[src/rtl/spi_burst_if.sv]
// SPI burst decoder bus bundle.
// Serial lines, register-file read data and decoded outputs.
interface spi_burst_if #(
  parameter int ADDR_W = 6,
  parameter int WORD_W = 8,
  parameter int CNT_W  = 8
);
  logic              pico;
  logic [WORD_W-1:0] rdata;
  logic              poci;
  logic              is_write;
  logic              incr_en;
  logic [ADDR_W-1:0] addr;
  logic [WORD_W-1:0] wdata;
  logic              wr_strobe;
  logic              hdr_valid;
  logic [CNT_W-1:0]  word_cnt;
  logic              addr_wrap;

  modport slave (
    input  pico, rdata,
    output poci, is_write, incr_en, addr, wdata,
    output wr_strobe, hdr_valid, word_cnt, addr_wrap
  );

  modport master (
    output pico, rdata,
    input  poci, is_write, incr_en, addr, wdata,
    input  wr_strobe, hdr_valid, word_cnt, addr_wrap
  );
endinterface

[src/rtl/spi_burst_decoder.sv]
// SPI mode-0 burst decoder: header, then write or read words.
// Writes strobe per word; reads stream rdata out gaplessly.
module spi_burst_decoder #(
  parameter int ADDR_W = 6,
  parameter int WORD_W = 8,
  parameter int CNT_W  = 8
) (
  input  logic        spi_clk,
  input  logic        full_rstn,
  spi_burst_if.slave  bus
);
  localparam int HDR_W = ADDR_W + 2;
  localparam int MAXW  = (HDR_W > WORD_W) ? HDR_W : WORD_W;
  localparam int CW    = $clog2(MAXW);

  typedef enum logic {HDR, DATA} state_t;

  state_t            state_q, state_d;
  logic [CW-1:0]     cnt_q, cnt_d;
  logic [MAXW-2:0]   sh_q;
  logic              is_write_q;
  logic              incr_q;
  logic [ADDR_W-1:0] addr_q;
  logic [WORD_W-1:0] wdata_q;
  logic              hv_q;
  logic [CNT_W-1:0]  wcnt_q, wcnt_d;
  logic              wrap_q;
  logic              stb_req_q;
  logic              stb_neg_q;
  logic [WORD_W-1:0] os_q;

  logic [MAXW-1:0]   shin;
  logic              hdr_done;
  logic              word_done;
  logic              addr_inc;
  logic [ADDR_W:0]   addr_sum;

  assign shin      = {sh_q, bus.pico};
  assign hdr_done  = (state_q == HDR) &&
                     (cnt_q == CW'(HDR_W - 1));
  assign word_done = (state_q == DATA) &&
                     (cnt_q == CW'(WORD_W - 1));
  assign addr_sum  = {1'b0, addr_q} + (ADDR_W + 1)'(1);

  // Next state, field bit counter and increment decisions
  always_comb begin
    state_d  = state_q;
    cnt_d    = cnt_q + CW'(1);
    wcnt_d   = (&wcnt_q) ? wcnt_q : wcnt_q + CNT_W'(1);
    addr_inc = 1'b0;
    if (hdr_done) begin
      state_d = DATA;
      cnt_d   = '0;
    end else if (word_done) begin
      cnt_d = '0;
    end
    if (incr_q) begin
      addr_inc = (word_done && !is_write_q) || stb_req_q;
    end
  end

  // Rising edge: sample pico, decode fields, advance address
  always_ff @(posedge spi_clk or negedge full_rstn) begin
    if (!full_rstn) begin
      state_q    <= HDR;
      cnt_q      <= '0;
      sh_q       <= '0;
      is_write_q <= 1'b0;
      incr_q     <= 1'b0;
      addr_q     <= '0;
      wdata_q    <= '0;
      hv_q       <= 1'b0;
      wcnt_q     <= '0;
      wrap_q     <= 1'b0;
      stb_req_q  <= 1'b0;
    end else begin
      state_q   <= state_d;
      cnt_q     <= cnt_d;
      sh_q      <= shin[MAXW-2:0];
      stb_req_q <= word_done && is_write_q;
      if (hdr_done) begin
        is_write_q <= shin[HDR_W-1];
        incr_q     <= shin[HDR_W-2];
        addr_q     <= shin[ADDR_W-1:0];
        hv_q       <= 1'b1;
      end
      if (word_done) begin
        wcnt_q <= wcnt_d;
        if (is_write_q) begin
          wdata_q <= shin[WORD_W-1:0];
        end
      end
      if (addr_inc) begin
        addr_q <= addr_sum[ADDR_W-1:0];
        if (addr_sum[ADDR_W]) begin
          wrap_q <= 1'b1;
        end
      end
    end
  end

  // Falling edge: launch strobe, load/shift read data
  always_ff @(negedge spi_clk or negedge full_rstn) begin
    if (!full_rstn) begin
      stb_neg_q <= 1'b0;
      os_q      <= '0;
    end else begin
      stb_neg_q <= stb_req_q;
      if (state_q == DATA && !is_write_q && cnt_q == '0) begin
        os_q <= bus.rdata;
      end else begin
        os_q <= {os_q[WORD_W-2:0], 1'b0};
      end
    end
  end

  assign bus.poci      = os_q[WORD_W-1];
  assign bus.is_write  = is_write_q;
  assign bus.incr_en   = incr_q;
  assign bus.addr      = addr_q;
  assign bus.wdata     = wdata_q;
  assign bus.wr_strobe = stb_neg_q & stb_req_q;
  assign bus.hdr_valid = hv_q;
  assign bus.word_cnt  = wcnt_q;
  assign bus.addr_wrap = wrap_q;
endmodule

[src/flat_wrapper.sv]
// flat-port wrapper written by rule: the top's interface ports become plain ports
module spi_burst_decoder_flat 
#(
  parameter int ADDR_W = 6,
  parameter int WORD_W = 8,
  parameter int CNT_W  = 8
)
  (spi_clk, full_rstn, bus_pico, bus_rdata, bus_poci, bus_is_write, bus_incr_en, bus_addr, bus_wdata, bus_wr_strobe, bus_hdr_valid, bus_word_cnt, bus_addr_wrap);
  spi_burst_if #(.ADDR_W(ADDR_W), .WORD_W(WORD_W), .CNT_W(CNT_W)) bus_i ();
  input  logic spi_clk;
  input  logic full_rstn;
  input wire logic [$bits(bus_i.pico)-1:0] bus_pico;
  input wire logic [$bits(bus_i.rdata)-1:0] bus_rdata;
  output wire logic [$bits(bus_i.poci)-1:0] bus_poci;
  output wire logic [$bits(bus_i.is_write)-1:0] bus_is_write;
  output wire logic [$bits(bus_i.incr_en)-1:0] bus_incr_en;
  output wire logic [$bits(bus_i.addr)-1:0] bus_addr;
  output wire logic [$bits(bus_i.wdata)-1:0] bus_wdata;
  output wire logic [$bits(bus_i.wr_strobe)-1:0] bus_wr_strobe;
  output wire logic [$bits(bus_i.hdr_valid)-1:0] bus_hdr_valid;
  output wire logic [$bits(bus_i.word_cnt)-1:0] bus_word_cnt;
  output wire logic [$bits(bus_i.addr_wrap)-1:0] bus_addr_wrap;
  assign bus_i.pico = bus_pico;
  assign bus_i.rdata = bus_rdata;
  assign bus_poci = bus_i.poci;
  assign bus_is_write = bus_i.is_write;
  assign bus_incr_en = bus_i.incr_en;
  assign bus_addr = bus_i.addr;
  assign bus_wdata = bus_i.wdata;
  assign bus_wr_strobe = bus_i.wr_strobe;
  assign bus_hdr_valid = bus_i.hdr_valid;
  assign bus_word_cnt = bus_i.word_cnt;
  assign bus_addr_wrap = bus_i.addr_wrap;
  spi_burst_decoder #(.ADDR_W(ADDR_W), .WORD_W(WORD_W), .CNT_W(CNT_W)) u_core (.spi_clk(spi_clk), .full_rstn(full_rstn), .bus(bus_i));
endmodule
[config.mk]
export PLATFORM = sky130hd
export DESIGN_NAME = spi_burst_decoder_flat
export DESIGN_NICKNAME = d
export VERILOG_FILES = /design/src/rtl/spi_burst_if.sv /design/src/rtl/spi_burst_decoder.sv /design/src/flat_wrapper.sv
export SDC_FILE = /design/constraint.sdc
export NUM_CORES = 1
export LEC_CHECK = 0
export CAP_MARGIN = 20
export CORE_MARGIN = 4
export CORE_UTILIZATION = 50
export DETAILED_ROUTE_END_ITERATION = 8
export PLACE_DENSITY_LB_ADDON = 0.12
export SLEW_MARGIN = 20
export SYNTH_ARGS = -nofsm -noshare
export SYNTH_HDL_FRONTEND = slang
export SYNTH_SLANG_ARGS = --single-unit
[constraint.sdc]
create_clock -name spi_clk -period 2.15 [get_ports spi_clk]
set_input_delay 0.3225 -clock spi_clk [delete_from_list [all_inputs] [get_ports spi_clk]]
set_output_delay 0.3225 -clock spi_clk [all_outputs]
set_load 0.02 [all_outputs]
==> flow_summary.toml, run 1 <==
[run_status]
status = "finished, violations left"
violations = "setup timing"

[drt]
drc = 0
first_pass_iters = 4
vias_per_cell = 5.220
routed_wl_mm = 3.504
drt_iter0_markers = 53
vias = 1279
detail-route-antenna-nets = 0
wire_per_inst_um = 14.30

[timing]
rsz0062_at_grt = "yes"
drv_slew = 0
setup_viol = 10
clock_skew_ns = 0.007820
worst_pin_slew_ns = 0.3799
final_hold_viol_count = 0
finalSetupTns_ns = -3.166
finalWorstSetupSlack_ns = -0.3776
slew_headroom_pct = 74.61

[floorplan]
start_util_pct = 51.47
fp-row-count = 22
core-area_um2 = 3661
fp.dieW_um = 69.39
die_area_um2 = 4815
io_pins = 39
dieHeight_um = 69.39

[yosys]
syn_avg_cell_area_um2 = 13.27
synthDistinctLibCells = 37
yosysSeqAreaShare_pct = 61.09
ys_ff_latch = 46
synth_nets = 158
postSynthCellCount = 142
synth_area_um2 = 1884
yosysWarnings = 0

[worst_setup_path]
crit_arrival_ns = 1.60
critPathLaunchType = "flop"
cp_cell_sequence = "inv_1 -> ha_1 -> nor4bb_4 -> buf_6 -> mux2_4"
end_kind = "flop"
crit_type = "flop to flop"
critPathSlowestCell = "dfrtp_1"
max_stage_delay_ns = 0.39
cp_max_fo = 8
path_buf_inv = 2
cp_top_family = "flip-flops"
required_ns = 1.22

[job]
drv_cap = 0

[place]
gp_congestion = 0.7700
postPlaceCellArea_um2 = 2404
numPortBuffers = 38
dp_hpwl_mm = 2.582

[clock_tree]
clk-insertion-delay-late_ns = 0.30
cts.htree.levels = 2
numCtsBuffers = 5
cts_tree = "built"
path_clk_slew_ns = 0.09
clock_sinks = 46
clockBufferDepth = 2
root_buffer = "clkbuf_8"

[cells_and_area]
fill_cells = 288
diodes = 0
drive_gt1_share_pct = 25.89
final_cell_mix = "35 x clkdlybuf4s50_1, 35 x dfrtp_1, 13 x mux2_2"
area_delta_synth_final_pct = 35.52
nets = 212
postLayoutCellArea_um2 = 2554

[power]
power.leakage_uw = 0.001117
power.density_nw_per_um2 = 728.3
finalPower_uw = 1860
peakVddDrop_mv = 0.6260

[global_route]
grt_pass1_vias = 1346
grt_pass1_wl_mm = 6.292
overflow = 0
grt_max_degree = 19
grt.total_usage_pct = 16.55
antenna_found_initial = 0

[min_path]
worstHoldPathType = "flop to flop"
kinds of logic after synthesis:
logic type / count (synthesis) / share of synthesized area [%]
xor gates and xnor gates: 1 / 0.4649
muxes: 22 / 13.01
and+or+nand+nor: 39 / 12.09
AOI/OAI and AO/OA: 21 / 7.769
DFF: 46 / 61.09
adders and majority gates: 5 / 3.320
buffers and inverters: 8 / 2.258
registers in the layout, indices dropped and copies added (netlist names), 3 cells and up:
name / flops
u_core.bus.addr: 6
u_core.sh_q: 7
u_core.os_q: 8
u_core.cnt_q: 3
u_core.bus.wdata: 8
u_core.bus.word_cnt: 8
timing repair:
action / in CTS / in global routing
setup buffers: 2 / 1
endpoints found under the setup margin: 10 / 12
endpoints found under the hold margin: 1 / 0
hold buffers: 1 / 0
resized for setup: 13 / 4
metal layers:
metal	up-vias	GRT usage [%]	share of wire, %
li1	623	-	-
met1	619	21.66	47
met2	35	25.21	46
met3	2	6.087	5.3
met4	0	6.074	0.97
met5	-	0	0
worst register-to-register path, delay by kind of cell (launching register included):
family,cells,cell delay [ns]
flops,1,0.39
mux,1,0.31
buf+inv,2,0.25
simple gates,1,0.20
fa+ha+maj,1,0.14
power breakdown:
| group | leakage (uW) | internal [uW] | switching [uW] |
|---|---|---|---|
| Sequential | 0.000554 | 935 | 67.4 |
| Combinational | 0.000518 | 178 | 150 |
| Clock | 0.0000447 | 235 | 296 |
per-stage QoR:
step,cells,util (%),setup slack (ns),hold slack [ns]
floorplan,142,-,-0.3299,0.02691
global placement,233,65.65,-0.3373,0.2064
detailed placement,233,65.65,-0.4026,0.2177
CTS,244,69.07,-0.4207,0.4178
global route,245,69.75,-0.4513,0.4389
finish,245,69.75,-0.3776,0.4115
Yosys cell counts:
| master | n | area (um2) |
|---|---|---|
| a211oi_1 | 1 | 7.510 |
| a21oi_1 | 4 | 20.02 |
| a31oi_1 | 2 | 12.51 |
| a41o_1 | 1 | 10.01 |
| and2_1 | 3 | 18.77 |
| and3_1 | 6 | 37.54 |
| and3b_1 | 1 | 8.760 |
| buf_2 | 1 | 5.000 |
| buf_4 | 1 | 7.510 |
| buf_6 | 1 | 11.26 |
| dfrtn_1 | 9 | 225.2 |
| dfrtp_1 | 37 | 925.9 |
| ha_1 | 5 | 62.56 |
| inv_1 | 5 | 18.77 |
| mux2_2 | 20 | 225.2 |
| mux2i_1 | 2 | 20.02 |
| nand2_1 | 6 | 22.52 |
| nand2b_1 | 1 | 6.260 |
| nand3_1 | 4 | 20.02 |
| nand4_1 | 5 | 31.28 |
| nor2_1 | 3 | 11.26 |
| nor2b_1 | 2 | 12.51 |
| nor3_1 | 2 | 10.01 |
| nor3_2 | 2 | 20.02 |
| nor4_1 | 1 | 6.260 |
| nor4bb_1 | 1 | 10.01 |
| o211ai_1 | 1 | 7.510 |
| o21a_1 | 3 | 22.52 |
| o21ai_0 | 3 | 15.01 |
| o21ai_1 | 2 | 10.01 |
| o22ai_1 | 1 | 6.260 |
| o32a_1 | 1 | 10.01 |
| o32ai_1 | 1 | 8.760 |
| o32ai_2 | 1 | 16.27 |
| or2_2 | 1 | 6.260 |
| or3_1 | 1 | 6.260 |
| xnor2_1 | 1 | 8.760 |
cell type report:
cell class	count	area, um2	share of cell area, %
Tap cell	48	60.06	2.352
Clock buffer	5	68.82	2.695
Timing Repair Buffer	50	490.5	19.21
Clock inverter	3	25.02	0.9799
Sequential cell	46	1154	45.17
Inverter	5	18.77	0.7349
Multi-Input combinational cell	88	737.0	28.86
path summary, 6_finish.rpt:
kind | startpoint | endpoint | slack (ns) | cells past startpoint
hold / removal | u_core.sh_q[3]$_DFF_PN0_ | u_core.sh_q[4]$_DFF_PN0_ | 0.41 | 0
hold reg to reg | u_core.sh_q[3]$_DFF_PN0_ | u_core.sh_q[4]$_DFF_PN0_ | 0.41 | 0
setup reg to reg | u_core.cnt_q[0]$_DFF_PN0_ | u_core.os_q[1]$_DFF_NN0_ | -0.38 | 5
min in group asynchronous | full_rstn | u_core.bus.word_cnt[4]$_DFFE_PN0P_ | 0.43 | 2
setup / recovery | u_core.cnt_q[0]$_DFF_PN0_ | u_core.os_q[1]$_DFF_NN0_ | -0.38 | 5
max in group asynchronous | full_rstn | u_core.os_q[7]$_DFF_NN0_ | 0.52 | 2
Power figures use the tool's default switching activity.
==> inputs of run 2 (changes only) <==
- SETUP_SLACK_MARGIN: not set -> 0.5
==> run 2 against run 1 <==
Effect of this change:
- the flow still finishes with violations (setup timing)
- non-clock buffer count up 12
- via count up 11%
- routed wire length up 28%
- clock power up 4.5%
- sequential power about the same
- utilization up 7.2 points
- final cell count up 5.3%
- combinational power up 6%
- critical path depth unchanged
- first-iteration DRC count up 89%
- count of clock-buffer cells in the layout up 1
==> flow_summary.toml, run 2 (same netlist as run 1, synthesis figures left out) <==
[run_status]
status = "finished, violations left"
violations = "setup timing"

[cells_and_area]
postLayoutCellArea_um2 = 2818
final_common_cell = "dfrtp_1"
fin_cells = 258
nets = 225
final_cell_mix = "35 x dfrtp_1, 18 x mux2_4, 17 x clkdlybuf4s50_1, 17 x buf_4, 15 x dlygate4sd2_1"
diodes = 0
area_delta_synth_final_pct = 49.54
drive_gt1_share_pct = 38.10

[worst_setup_path]
cp_max_fo = 8
max_stage_delay_ns = 0.39
critPathSlowestCell = "dfrtp_1"
cp_cell_sequence = "inv_1 -> ha_1 -> nor4bb_4 -> buf_6 -> mux2_4"
crit_start = "u_core.cnt_q[1]$_DFF_PN0_"
required_ns = 1.22
crit_type = "flop to flop"
crit_arrival_ns = 1.61
reg2reg_from = "u_core.cnt_q[1]$_DFF_PN0_"
critPathLaunchType = "flop"
end_kind = "flop"

[global_route]
grt_pass1_vias = 1486
grt_max_degree = 34
antenna_found_initial = 0
grt_pass1_wl_mm = 7.038
overflow = 0
grt.total_usage_pct = 18.74

[clock_tree]
cts.htree.levels = 2
path_clk_slew_ns = 0.09
clock_sinks = 46
root_buffer = "clkbuf_8"
numCtsBuffers = 5
clockBufferDepth = 2
clk-insertion-delay-late_ns = 0.30
cts_tree = "built"

[power]
finalPower_uw = 1917
switching_power_uw = 542.7
power.density_nw_per_um2 = 680.5
clock_power_share_pct = 28.9
swShare_pct = 28.30
p_seq_share_pct = 53.1
comb_power_share_pct = 18.0
p_int_uw = 1375
power.leakage_uw = 0.001310
peakVddDrop_mv = 0.4755

[timing]
slew_headroom_pct = 72.57
clock_skew_ns = 0.01017
rsz0062_at_grt = "yes"
final_hold_viol_count = 0
worst_pin_slew_ns = 0.4114
drv_slew = 0
finalWorstSetupSlack_ns = -0.3950
setup_viol = 10

[drt]
first_pass_iters = 4
drc = 0
routed_wl_mm = 4.500
vias = 1426
vias_per_cell = 5.527
drt_iter0_markers = 100
detail-route-antenna-nets = 0
wire_per_inst_um = 17.44

[place]
postPlaceCellArea_um2 = 2406
dp_hpwl_mm = 2.769
dp_cells = 233
gp_congestion = 0.7754
dpl_worst_slack_ns = -0.4426
numPortBuffers = 38

[floorplan]
fp.dieW_um = 69.39
core-area_um2 = 3661
dieHeight_um = 69.39
start_util_pct = 51.47
io_pins = 39
fp-row-count = 22
die_area_um2 = 4815

[min_path]
worstHoldPathType = "input port to asynchronous set/reset pin"

[job]
drv_cap = 0
-- run 2: power groups by stage --
stage	Clock, uW	Sequential (uW)	Combinational, uW
after floorplan	0	1080	94.1
after global placement	0	1010	324
after detailed placement	0	1020	332
after CTS	561	1010	314
after global routing	603	1030	368
final	554	1020	345
-- run 2: routing by layer --
layer / vias up / share of wire [%] / global-route usage [%]
met5: - / 0 / 0
li1: 651 / - / -
met2: 53 / 50 / 29.87
met4: 0 / 3.0 / 9.111
met1: 709 / 41 / 23.30
met3: 13 / 6.1 / 5.507
-- run 2: area by class of cell --
type | instances | area, um2
multi-input combinational | 89 | 918.4
tap | 48 | 60.06
inverter | 5 | 18.77
timing repair buffer | 62 | 571.8
clock buffer | 6 | 82.58
clock inverter | 2 | 12.51
fill | 215 | 843.3
sequential | 46 | 1154
-- run 2: final timing paths --
path	cells past startpoint	endpoint	slack, ns
hold reg to reg	0	u_core.sh_q[4]$_DFF_PN0_	0.41
setup / recovery	5	u_core.os_q[7]$_DFF_NN0_	-0.40
max in group asynchronous	1	u_core.os_q[7]$_DFF_NN0_	1.06
setup reg to reg	5	u_core.os_q[7]$_DFF_NN0_	-0.40
hold / removal	2	u_core.bus.word_cnt[6]$_DFFE_PN0P_	0.27
min in group spi_clk	0	u_core.sh_q[4]$_DFF_PN0_	0.41
-- run 2: worst max-delay path, delay by kind of cell (launching register included) --
| family | cells | cell delay (ns) |
|---|---|---|
| buffers and inverters | 2 | 0.25 |
| multiplexers | 1 | 0.31 |
| adder cells (fa/ha/maj) | 1 | 0.14 |
| AND/OR/NAND/NOR | 1 | 0.21 |
| flip-flops | 1 | 0.39 |
-- run 2: timing repair --
action | CTS | global route
pin swaps | 5 | 14
cloned | 0 | 1
resized for setup | 40 | 35
buffers inserted | 6 | 9
hold endpoints to repair | 4 | 0
hold buffers | 1 | 0
setup endpoints to repair | 46 | 31
-- run 2: stage by stage --
stage	hold slack, ns	utilization, %	setup TNS [ns]
after detailed placement	0.2451	65.72	-3.785
final	0.2741	76.97	-3.165
after floorplan	0.02691	-	-2.365
after CTS	0.3072	71.09	-3.070
after global routing	0.3488	76.97	-3.886
after global placement	0.2228	65.72	-2.969
